==> config.mk <==
export PLATFORM = sky130hd
export DESIGN_NAME = fetch_sequencer
export DESIGN_NICKNAME = d
export VERILOG_FILES = /design/src/rtl/fetch_sequencer.sv
export SDC_FILE = /design/constraint.sdc
export NUM_CORES = 1
export LEC_CHECK = 0
export CORE_UTILIZATION = 40
export DETAILED_ROUTE_END_ITERATION = 7
export PLACE_DENSITY = 0.68
export SLEW_MARGIN = 30
export SYNTH_ARGS = -nofsm -noshare
export SYNTH_HDL_FRONTEND = slang
export SYNTH_SLANG_ARGS = --single-unit
==> constraint.sdc <==
create_clock -name clk -period 6.05 [get_ports clk]
set_clock_uncertainty 0.2 [all_clocks]
set_input_delay 1.21 -clock clk [delete_from_list [all_inputs] [get_ports clk]]
set_output_delay 1.21 -clock clk [all_outputs]
set_load 0.1 [all_outputs]
==> src/rtl/fetch_sequencer.sv <==
// Multi-cycle core front end: owns the PC and the global phase counter,
// fetches over a req/valid handshake and holds the instruction word for decode.
module fetch_sequencer #(
  parameter logic [31:0] RESET_PC  = 32'h0000_0000,
  parameter logic [31:0] NOP_INSTR = 32'h0000_0013
) (
  input  logic        clk,
  input  logic        rst,
  output logic        imem_req,
  output logic [31:0] imem_addr,
  input  logic [31:0] imem_rdata,
  input  logic        imem_valid,
  input  logic        mem_op,
  input  logic        dmem_done,
  input  logic        pc_redirect,
  input  logic [31:0] pc_target,
  input  logic        halt_req,
  output logic [2:0]  state,
  output logic [31:0] pc,
  output logic [31:0] instr_raw,
  output logic [31:0] instret,
  output logic        halted,
  output logic        misalign_err
);

  typedef enum logic [2:0] {
    FETCH  = 3'd0,
    DECODE = 3'd1,
    EXEC   = 3'd2,
    MEM    = 3'd3,
    WRITE  = 3'd4,
    HALT   = 3'd5
  } phase_t;

  phase_t      state_q, state_d;
  logic [31:0] pc_q, pc_d;
  logic [31:0] instr_q, instr_d;
  logic [31:0] instret_q, instret_d;
  logic [31:0] target_q, target_d;
  logic        redir_q, redir_d;
  logic        halted_q, halted_d;
  logic        mis_q, mis_d;

  logic [31:0] next_pc;
  logic        bad_target;

  // Commit address and alignment fault are resolved from the EXEC capture.
  assign next_pc    = redir_q ? target_q : pc_q + 32'd4;
  assign bad_target = redir_q && (target_q[1:0] != 2'b00);

  always_ff @(posedge clk) begin
    if (rst) begin
      state_q   <= FETCH;
      pc_q      <= RESET_PC;
      instr_q   <= NOP_INSTR;
      instret_q <= 32'd0;
      target_q  <= 32'd0;
      redir_q   <= 1'b0;
      halted_q  <= 1'b0;
      mis_q     <= 1'b0;
    end else begin
      state_q   <= state_d;
      pc_q      <= pc_d;
      instr_q   <= instr_d;
      instret_q <= instret_d;
      target_q  <= target_d;
      redir_q   <= redir_d;
      halted_q  <= halted_d;
      mis_q     <= mis_d;
    end
  end

  always_comb begin
    state_d   = state_q;
    pc_d      = pc_q;
    instr_d   = instr_q;
    instret_d = instret_q;
    target_d  = target_q;
    redir_d   = redir_q;
    halted_d  = halted_q;
    mis_d     = mis_q;
    case (state_q)
      FETCH: begin
        if (imem_valid) begin
          instr_d = imem_rdata;
          state_d = DECODE;
        end
      end
      DECODE: state_d = EXEC;
      EXEC: begin
        redir_d  = pc_redirect;
        target_d = pc_target;
        state_d  = MEM;
      end
      MEM: begin
        if (!mem_op || dmem_done) state_d = WRITE;
      end
      WRITE: begin
        if (bad_target) begin
          mis_d    = 1'b1;
          halted_d = 1'b1;
          state_d  = HALT;
        end else begin
          pc_d      = next_pc;
          instret_d = instret_q + 32'd1;
          redir_d   = 1'b0;
          if (halt_req) begin
            halted_d = 1'b1;
            state_d  = HALT;
          end else begin
            state_d = FETCH;
          end
        end
      end
      HALT: state_d = HALT;
      default: state_d = FETCH;
    endcase
  end

  assign imem_req     = (state_q == FETCH);
  assign imem_addr    = pc_q;
  assign state        = state_q;
  assign pc           = pc_q;
  assign instr_raw    = instr_q;
  assign instret      = instret_q;
  assign halted       = halted_q;
  assign misalign_err = mis_q;

endmodule

==> reports/results.ini <==
[status]
status = complete, no violations

[placement]
place_area_um2 = 8070
post-place-ws_ns = 2.58
place_congestion = 0.816
io_buffers = 204
dp.cells = 1105
dp_hpwl_um = 11800

[final_layout]
multiInputGateArea_um2 = 3020
n_antenna_cell = 0
fin_util_pct = 57.5
area_growth_syn_to_layout_pct = 41.3
fin_area_um2 = 8710
final_cells = 1137
register_area_um2 = 2680
fillers = 1411
layout-drive-gt1-share_pct = 5.06
fin_nets = 1009

[synth]
synth_edf_count = 0
synthTopCellsByArea = dfxtp_1 (43%), nand2_1 (10%), a21oi_1 (6.5%)
ys.flop_type = dfxtp_1
synth_top_area_share_pct = 43.5
seq_area_frac_synth_pct = 43.5
ys.warnings.count = 0
yosys-top-cells-count = nand2_1 (171), dfxtp_1 (134), a21oi_1 (80)
syn_inst = 787
syn_area_per_cell_um2 = 7.84
syn-num-nets = 860
synth-async-reset-ratio_pct = 0
syn-cell-area_um2 = 6170
yosysTopAreaCell = dfxtp_1
ys_types = 56
synth.most_common_cell = nand2_1
ys_ff_latch = 134

[timing]
hold_violations = 0
slew_headroom_pct = 31.4
worstMarginPinSlew_ns = 1.03
setup_viol = 0
clock.fmax_ghz = 0.254
holdWs_ns = 0.243
fin_crit_sh_pct = 65.0
fin_setup_tns_ns = 0
worst_slack_ns = 2.12
min_period_ns = 3.93
finalMaxSlewViolations = 0
grt_setup_unrepaired = no

[grt]
grt_pass1_wl_um = 28000
grt_start_max_net_pins = 84
grt-ovfl-total = 0
grt_pass1_vias = 5342
track_usage_pct = 22.1
antenna_found_initial = 0

[worst_setup_path]
worstPathArrival_ns = 2.52
criticalPathCategory = reg -> out
r2r_slack_ns = 2.90
cp.required_ns = 4.64
critPathLaunchType = flop
cp-end-kind = output port
crit_fanout = 11

[min_path]
hold_class = reg -> reg

[clock_tree]
cts_root_buf = clkbuf_16
clock-sinks = 134
cts_buffers = 17
cts_hold_buf = 0
cts_setup_buffers = 0
max-clock-path-buffers = 2
path_clk_slew_ns = 0.05
cts_resized = 0
cts_tree = yes
clk_latency_ns = 0.41
cts_max_level = 4

[power]
p_leak_nw = 2.93
power_mw = 2.72
powerDensity_nw_per_um2 = 312
vdd_drop_max_mv = 0.189

[route]
drtPass1Iterations = 5
post_drt_wl_per_cell_um = 15.5
drt_wl_total_um = 17600
via_per_inst = 5.32
detail-route-antenna-nets = 0
routed-via-count = 6045
drc_errors = 0
dr.first_iter.drc_count = 581

[flow_run]
drv_cap = 0

[floorplan]
initial_core_util_pct = 40.7
pin_count = 205
core_um2 = 15100
fp.dieH_um = 126
rows = 45
fp.dieW_um = 126
dieArea_um2 = 15900

[worst max-delay path: stages, from the launching register on]
cell and delay [ns]:
dfxtp_1 0.41, nor3_1 0.44, clkdlybuf4s50_1 1.25
[placed cells by master (no fill, tap or decap), types with 15 or more instances in the layout]
cell / count
dfxtp_1: 134
nor4_1: 16
clkbuf_16: 17
xnor2_1: 19
nand3_1: 38
a21oi_1: 80
nor3_1: 15
nor2_1: 63
nand2_1: 170
inv_1: 15
clkdlybuf4s50_1: 203
[final cells by class]
class / instances / share of cell area [%]
clock inverters: 11 / 2.00
well taps: 188 / 2.70
multi-input cells: 558 / 34.7
clock buffers: 21 / 5.28
flip-flops and latches: 134 / 30.8
repair buffers: 210 / 23.9
inverters: 15 / 0.646
[cells by family (layout without fill, tap and decap cells)]
| family | after synthesis | in the layout | synth area share (%) |
|---|---|---|---|
| DFF | 134 | 134 | 43.5 |
| buffers and inverters | 95 | 257 | 7.75 |
| adders and majority gates | 2 | 2 | 0.406 |
| and+or+nand+nor | 365 | 365 | 27.4 |
| AOI/OAI and AO/OA | 153 | 153 | 15.3 |
| xor gates and xnor gates | 26 | 26 | 3.69 |
| muxes | 12 | 12 | 1.99 |
[path summary, 6_finish.rpt]
check        cells past startpoint      from          end
max                              2  state[0]     imem_req
min                              2    halted       halted
max reg2reg                      5  state[2]  instret[25]
min reg2reg                      2    halted       halted
[registers in the layout, indices dropped and copies added (netlist names)]
signal,flops
halted,1
instr_raw,32
instret,32
misalign_err,1
imem_addr,32
target_q,32
state,3
redir_q,1
[per-layer routing]
| layer | part of all wire, % | wire [um] | GRT usage [%] | vias to the layer above |
|---|---|---|---|---|
| met5 | 0 | 0 | 0 | - |
| met4 | 1.4 | 245 | 8.72 | 0 |
| met3 | 5.6 | 977 | 4.50 | 14 |
| met2 | 46 | 8080 | 34.6 | 178 |
| met1 | 47 | 8300 | 29.9 | 2823 |
| li1 | - | - | - | 3030 |
[where the power goes]
group / switching [mW] / total, mW / internal (mW)
combinational: 0.467 / 0.631 / 0.163
clock: 0.399 / 1.11 / 0.713
sequential: 0.0472 / 0.976 / 0.929
(Power assumes the default switching activity.)
